===== config.mk =====
export PLATFORM = sky130hd
export DESIGN_NAME = lmem_stream_reader
export DESIGN_NICKNAME = d
export VERILOG_FILES = /design/src/rtl/lmem_stream_reader.sv
export SDC_FILE = /design/constraint.sdc
export NUM_CORES = 1
export LEC_CHECK = 0
export CAP_MARGIN = 40
export CORE_MARGIN = 2
export CORE_UTILIZATION = 30
export DETAILED_ROUTE_END_ITERATION = 8
export GPL_ROUTABILITY_DRIVEN = 0
export SLEW_MARGIN = 20
export SYNTH_ARGS = -nofsm -noshare
export SYNTH_HDL_FRONTEND = slang
export SYNTH_SLANG_ARGS = --single-unit

===== constraint.sdc =====
create_clock -name clk -period 3.1 [get_ports clk]
set_input_delay 0.465 -clock clk [delete_from_list [all_inputs] [get_ports clk]]
set_output_delay 0.465 -clock clk [all_outputs]
set_load 0.01 [all_outputs]

===== src/rtl/lmem_stream_reader.sv =====
// Streams `len` consecutive LMEM words starting at `base_addr` onto a valid/ready
// interface, hiding the RAM's one-cycle read latency behind a 2-entry output buffer.
module lmem_stream_reader #(
    parameter int DATA_WIDTH = 18,
    parameter int ADDR_WIDTH = 10
) (
    input  logic                  clk,
    input  logic                  rst,
    input  logic                  start,
    input  logic [ADDR_WIDTH-1:0] base_addr,
    input  logic [ADDR_WIDTH:0]   len,
    output logic                  busy,
    output logic                  done,
    output logic [ADDR_WIDTH-1:0] mem_addr,
    input  logic [DATA_WIDTH-1:0] mem_q,
    output logic [DATA_WIDTH-1:0] out_data,
    output logic                  out_valid,
    input  logic                  out_ready
);

    typedef enum logic [1:0] {
        S_IDLE,
        S_RUN,
        S_DONE
    } state_t;

    localparam logic [ADDR_WIDTH:0] ONE_WORD = {{ADDR_WIDTH{1'b0}}, 1'b1};

    state_t                  state;
    state_t                  state_nx;
    logic [ADDR_WIDTH-1:0]   addr_ptr;
    logic [ADDR_WIDTH:0]     remaining_issue;
    logic [ADDR_WIDTH:0]     remaining_out;
    logic                    pend;
    logic [DATA_WIDTH-1:0]   fifo_mem [2];
    logic                    wr_ptr;
    logic                    rd_ptr;
    logic [1:0]              occ;
    logic [2:0]              credit_used;
    logic                    pop;
    logic                    issue;
    logic                    accept;
    logic                    last_pop;

    assign out_valid   = (occ != 2'd0);
    assign out_data    = fifo_mem[rd_ptr];
    assign mem_addr    = addr_ptr;
    assign pop         = out_valid && out_ready;
    assign accept      = (state == S_IDLE) && start;
    assign last_pop    = (state == S_RUN) && pop && (remaining_out == ONE_WORD);

    // A read in flight already owns a FIFO slot; a same-cycle pop frees one.
    assign credit_used = {1'b0, occ} + {2'b00, pend};
    assign issue       = (state == S_RUN) && (remaining_issue != '0) &&
                         ((credit_used < 3'd2) || ((credit_used == 3'd2) && pop));

    // NOTE: sequential state uses non-blocking assignments so every register
    // samples pre-edge values, independent of block evaluation order.
    always_ff @(posedge clk or posedge rst) begin
        if (rst) begin
            state <= S_IDLE;
        end else begin
            state <= state_nx;
        end
    end

    // NOTE: every output of this block gets a default first, so no path
    // through the case leaves a variable unassigned and infers a latch.
    always_comb begin
        state_nx = state;
        busy     = 1'b0;
        done     = 1'b0;
        case (state)
            S_IDLE: begin
                if (start) begin
                    state_nx = (len == '0) ? S_DONE : S_RUN;
                end
            end
            S_RUN: begin
                busy = 1'b1;
                if (last_pop) begin
                    state_nx = S_DONE;
                end
            end
            S_DONE: begin
                done     = 1'b1;
                state_nx = S_IDLE;
            end
            default: state_nx = S_IDLE;
        endcase
    end

    // An empty command leaves the address bus untouched.
    always_ff @(posedge clk or posedge rst) begin
        if (rst) begin
            addr_ptr        <= '0;
            remaining_issue <= '0;
            remaining_out   <= '0;
            pend            <= 1'b0;
        end else begin
            pend <= issue;
            if (accept) begin
                if (len != '0) begin
                    addr_ptr <= base_addr;
                end
                remaining_issue <= len;
                remaining_out   <= len;
            end else begin
                if (issue) begin
                    addr_ptr        <= addr_ptr + 1'b1;
                    remaining_issue <= remaining_issue - ONE_WORD;
                end
                if (pop) begin
                    remaining_out <= remaining_out - ONE_WORD;
                end
            end
        end
    end

    // NOTE: the two buffer entries are reset (unlike a RAM) because out_data
    // is read straight from the head entry and must be 0 after reset.
    always_ff @(posedge clk or posedge rst) begin
        if (rst) begin
            fifo_mem[0] <= '0;
            fifo_mem[1] <= '0;
            wr_ptr      <= 1'b0;
            rd_ptr      <= 1'b0;
            occ         <= 2'd0;
        end else begin
            if (pend) begin
                fifo_mem[wr_ptr] <= mem_q;
                wr_ptr           <= ~wr_ptr;
            end
            if (pop) begin
                rd_ptr <= ~rd_ptr;
            end
            case ({pend, pop})
                2'b10:   occ <= occ + 2'd1;
                2'b01:   occ <= occ - 2'd1;
                default: occ <= occ;
            endcase
        end
    end

endmodule

After elaboration in Yosys (flattened, before gate mapping)
Index checks and enable logic that the tools add are counted.
- register bits: 75
- output and inout bits: 31
- bits of input ports: 43
- logic and storage cells: 72
- bitwise gates (word level): 4
- magnitude comparators: 4
- add/sub/neg operators: 6
- equal/unequal tests: 9
- reductions and logical operators: 19
- muxes and demuxes: 20
- operators with widths (kind ; count):
    2-to-1 mux 18 bit ; 4
    2-to-1 mux 11 bit ; 4
    bitwise mux 36 bit ; 1
    2-to-1 mux 10 bit ; 3
    nonzero test 11 bit ; 2
    subtractor 11 x 1 -> 11 bit (second input constant) ; 2
    demux 18 bit (select 1 bit) ; 1
    equality test 11 x 1 -> 1 bit (second input constant) ; 1
    zero test 11 bit ; 1
    adder 10 x 1 -> 10 bit (second input constant) ; 1
    logical AND 1 bit ; 8
    one-hot mux 2 bit (2 select lines) ; 2
    nonzero test 2 bit ; 4
    2-to-1 mux 2 bit ; 3
    equality test 2 x 1 -> 1 bit (second input constant) ; 2
    equality test 2 bit (second input constant) ; 2
    greater-or-equal comparator 2 bit (second input constant) ; 2
    inequality test 2 bit (second input constant) ; 2
    inverter 1 -> 2 bit ; 2
    AND reduction 2 bit ; 2
    adder 2 x 1 -> 3 bit ; 1
    equality test 3 x 2 -> 1 bit (second input constant) ; 1
    less-than comparator 3 x 2 -> 1 bit (second input constant) ; 1
    adder 2 x 1 -> 2 bit (second input constant) ; 1
    other kinds (7) ; 9

Depth between registers and ports, before layout
- word-level depth: 7
- mapped depth: 10
- gate-level depth less buffers: 9

Worst setup path before layout
OpenSTA, ideal clock, no wires.
- path type: register to register
- from: register occ[0]
- to: register remaining_issue[6]
- buffers on the path: 1
- data arrival time: 1.955 ns
- slack: 1.007 ns
- cell stages (with the launch flop): 11
- data required time: 2.962 ns
- setup time: 0.138 ns
- period minus slack after synthesis: 2.093 ns
- cell sequence: dfrtp_1 ha_1 inv_1 ha_1 and4bb_1 a32o_4 nand2_4 inv_4 buf_6 a21oi_1 o221ai_1
- longest elaborated chain between the ends: 6
- elaborated cells on any way between the ends: 9
- classes of those cells: 1 x add/sub; 1 x order compare; 1 x eq/ne; 6 x reduce/logical
- RTL lines (element ; RTL line ; RTL):
    start: declaration ; 38 ; logic [1:0] occ;
    start signal: assignment ; 138 ; 2'b10: occ <= occ + 2'd1;
    start signal: assignment ; 139 ; 2'b01: occ <= occ - 2'd1;
    parallel branches: the longest is 3 deep, another holds adder 2 x 1 -> 3 bit ; -- ;
    logical OR 1 bit (*) ; 55 ; ((credit_used < 3'd2) || ((credit_used == 3'd2) && pop));
    logical AND 1 bit (*) ; 54 ; assign issue = (state == S_RUN) && (remaining_issue != '0) &&
    net issue ; 41 ; logic issue;
    nonzero test 2 bit (no line) (*) ; -- ;
    end signal: assignment ; 106 ; remaining_issue <= len;
    end signal: assignment ; 111 ; remaining_issue <= remaining_issue - ONE_WORD;
    end: declaration ; 32 ; logic [ADDR_WIDTH:0] remaining_issue;
Mark *: on every way through the listed nets, which the timed path passes.
A chain may end at the register's enable or synchronous reset.

Worst setup path in the final report
- from: register occ[0]
- to: register addr_ptr[3], in the netlist mem_addr[3]
- longest elaborated chain between the ends: 7
- elaborated cells on any way between the ends: 10
- classes of those cells: 1 x add/sub; 1 x order compare; 1 x eq/ne; 7 x reduce/logical
- RTL lines (element ; RTL line ; RTL):
    parallel branches: the longest is 3 deep, another holds adder 2 x 1 -> 3 bit ; -- ;
    logical OR 1 bit (*) ; 55 ;
    logical AND 1 bit (*) ; 54 ;
    nonzero test 2 bit (no line) (*) ; -- ;
    AND reduction 2 bit (no line) (*) ; -- ;
    end signal: assignment ; 104 ; addr_ptr <= base_addr;
    end signal: assignment ; 110 ; addr_ptr <= addr_ptr + 1'b1;
    end: declaration ; 31 ; logic [ADDR_WIDTH-1:0] addr_ptr;
Mark *: on every way between the ends.

==> impl_results.md <==
* Tcrit/Tclk final at 76.0%
* Worst-path fanout max at 14
* Rel. slew slack at 59.3%
* PortBufs at 73
* Core Box Area at between 10000 and 15000 um^2
* Warnings from Yosys at 0
* I/O pins at 74
* WL met1 at 3970 um
* 1st-iter DRT viols at 195
* Most common cell after layout, fill and taps aside: dfrtp_1
* Dominant synthesized flop cell: dfrtp_1
* Post-synthesis net count at 385
* Fin cells at 590
* Clk pwr share at 17.3%
* First-pass GRT wire length at ~14000 um
* DRC viols at 0
* Mapped Avg Cell Area at 11.5 um^2
* Root Buffer: clkbuf_16
* Synth unique cells at 53
* Vias in the first global route at slightly below 3000
* Cell row count at 41
* Sw Share at 36.2%
* Final worst slack at 0.744 ns
* Post-layout util at 40.4%
* Chip Height at 117 um
* Internal power at 3.50 mW
* VDD IR max at 0.349 mV
* Sw power at 1.99 mW
* Ant diodes at 0
* R2R cell count at 9
* Reg2Reg Setup Slack at approximately 0.74 ns
* Nature of the critical path startpoint: register
* CP Class: register to register
* RR Startpoint: occ[0]
* Worst R2R End: mem_addr[3]
* Slew @ Worst Pin at 0.609 ns
* Most frequent cells in the layout: dfrtp_1 (75), clkdlybuf4s50_1 (73), mux2_2 (54)
* Worst Path Arrival at 2.57 ns
* Register area share after synthesis at between 40% and 50%
* Placed cells at 574
* Number of synthesized register bits at 75
* DR WL met3 at ~420 um
* Worst hold path type: input port to asynchronous set/reset pin
* Comb power frac at 49.1%
* Routed WL at 8760 um
* Hold-fix buffers, CTS at 0
* Clk pin slew, worst setup/hold paths at roughly 0.060 ns
* Largest net degree at the start of global routing at 38
* Final setup fails at 0
* Synth top area cells: dfrtp_1 (49%), mux2_2 (16%), nand2_1 (3.1%)
* EDFF count, synth at 0
* Die area at 13700 um^2
* Antenna-violating nets left at 0
* RSZ-0062 raised after global routing: no
* Vias post-DR at 2822
* Min Tclk post-route at 2.36 ns
* Final hold violations at 0
* Final hold slack at 0.337 ns
* Synth async-reset ratio at 100%
* Initial antenna violation count at 0
* Synth top area share at about half
* Placed cell area at 4800 um^2
* Post-cts resize count at 0
* Starting density of the core at 30.5%
* Final Max Tran Viols at 0
* DR vias/cell at 4.78
* Status: finished clean
* Gr usage total at 13.7%
* Layout Skew at 0.00910 ns
* Synth-to-Final Area Change at 32.4%
* Worst Setup End Kind: register
* Cell taking the most area after synthesis: dfrtp_1
* Post-Synthesis Cell Area at 3830 um^2
* Max Used Layer: met4
* Peak Freq at 424 MHz
* Share of cells above drive strength 1 at 22.0%
* PD cells at between 1000 and 1500 nW/um^2
* Post-route cell area at approximately 5000 um^2
* Fin Setup TNS at 0 ns
* Fillcell total at approximately 1200
* Avg WL per Cell at 14.9 um
* Total gr overflow at 0
* Metal2 WL at 4130 um
* Tot Pwr at 5.49 mW
* Post-DP HPWL at 6390 um
* Mapped Cells at about 330
* CTS tree: built
* Seq pwr share at 33.7%
* Die W at 117 um
* Critical Path RT at 3.31 ns
* Pre-antenna DRT Iters at 4
* Place WS at 0.689 ns
* Max-cap violation count at 0
* Leakage power at 2.02 nW
* Num CTS Buffers at 9
* Postcts setup bufs at 0
* Clock Tree Buf Depth at 2
* Htree depth at 3
* Worst-skew pair later-pin latency at about 0.34 ns
* Clk sinks at between 70 and 80
* Nets at 464
## routing by layer
| layer | up-vias | global-route usage, % |
|---|---|---|
| met5 | - | 0 |
| met4 | 0 | 5.96 |
| met3 | 20 | 3.96 |
| met2 | 75 | 23.0 |
| met1 | 1357 | 16.4 |
| li1 | 1370 | - |
## state kept, by name, indices dropped and copies added, names as in the netlist
| register | flops |
|---|---|
| pend | 1 |
| remaining_out | 11 |
| occ | 2 |
| fifo_mem | 36 |
| mem_addr | 10 |
| rd_ptr | 1 |
| wr_ptr | 1 |
| state | 2 |
| remaining_issue | 11 |
## cell usage after synthesis (all sizes together) (4+ instances only)
master and number:
dfrtp 75, mux2 54, nand2 33, inv 15
nor2 15, o21ai 14, a21oi 12, nor3 12
xnor2 10, ha 8, nand3 7, o211ai 7
clkbuf 6, o22ai 6, buf 5, nor4 5
xor2 5, and3 4, nand2b 4
## how the worst max path moves through the flow
stage | startpoint | endpoint | slack [ns] | cells past startpoint
after floorplan | rst | fifo_mem[0] | 0.73 | 1
after global placement | len[0] | mem_addr[5] | 0.81 | 6
after detailed placement | len[3] | mem_addr[9] | 0.69 | 6
after CTS | occ[0] | mem_addr[3] | 0.72 | 9
after global routing | occ[0] | mem_addr[4] | 0.54 | 9
final | occ[0] | mem_addr[3] | 0.74 | 9
## critical path, stage by stage, from the launching register on
cell      delay [ns]
dfrtp_1         0.48
ha_1            0.23
inv_1           0.05
ha_1            0.26
and4bb_1        0.19
a32o_4          0.38
nand2_4         0.17
inv_4           0.11
o32ai_1         0.29
nor3_1          0.07
## cell type report
class                   instances  area [um^2]  share of cell area (%)
clock inverters                 6         42.5                   0.838
multi-input cells             233         1840                    36.2
repair buffers                 79          816                    16.1
flip-flops and latches         75         1880                    37.0
clock buffers                  10          229                    4.51
inverters                      15         58.8                    1.16
well taps                     172          215                    4.24
## power groups by stage
stage	Clock (mW)	Sequential [mW]	Combinational, mW
global route	1.02	1.93	2.97
detailed placement	0	1.86	2.71
floorplan	0	1.80	1.84
CTS	0.973	1.85	2.73
global placement	0	1.83	2.63
finish	0.947	1.85	2.69
## kinds of logic (layout without fill, tap and decap cells)
logic type	Yosys count	in the layout	share of synthesized area, %
muxes	55	55	16.1
and+or+nand+nor	95	95	13.8
AOI/OAI and AO/OA	60	60	12.0
xor gates and xnor gates	15	15	3.43
DFF	75	75	49.0
adders and majority gates	8	8	2.61
buffers and inverters	26	110	3.10
(Power assumes the default switching activity.)
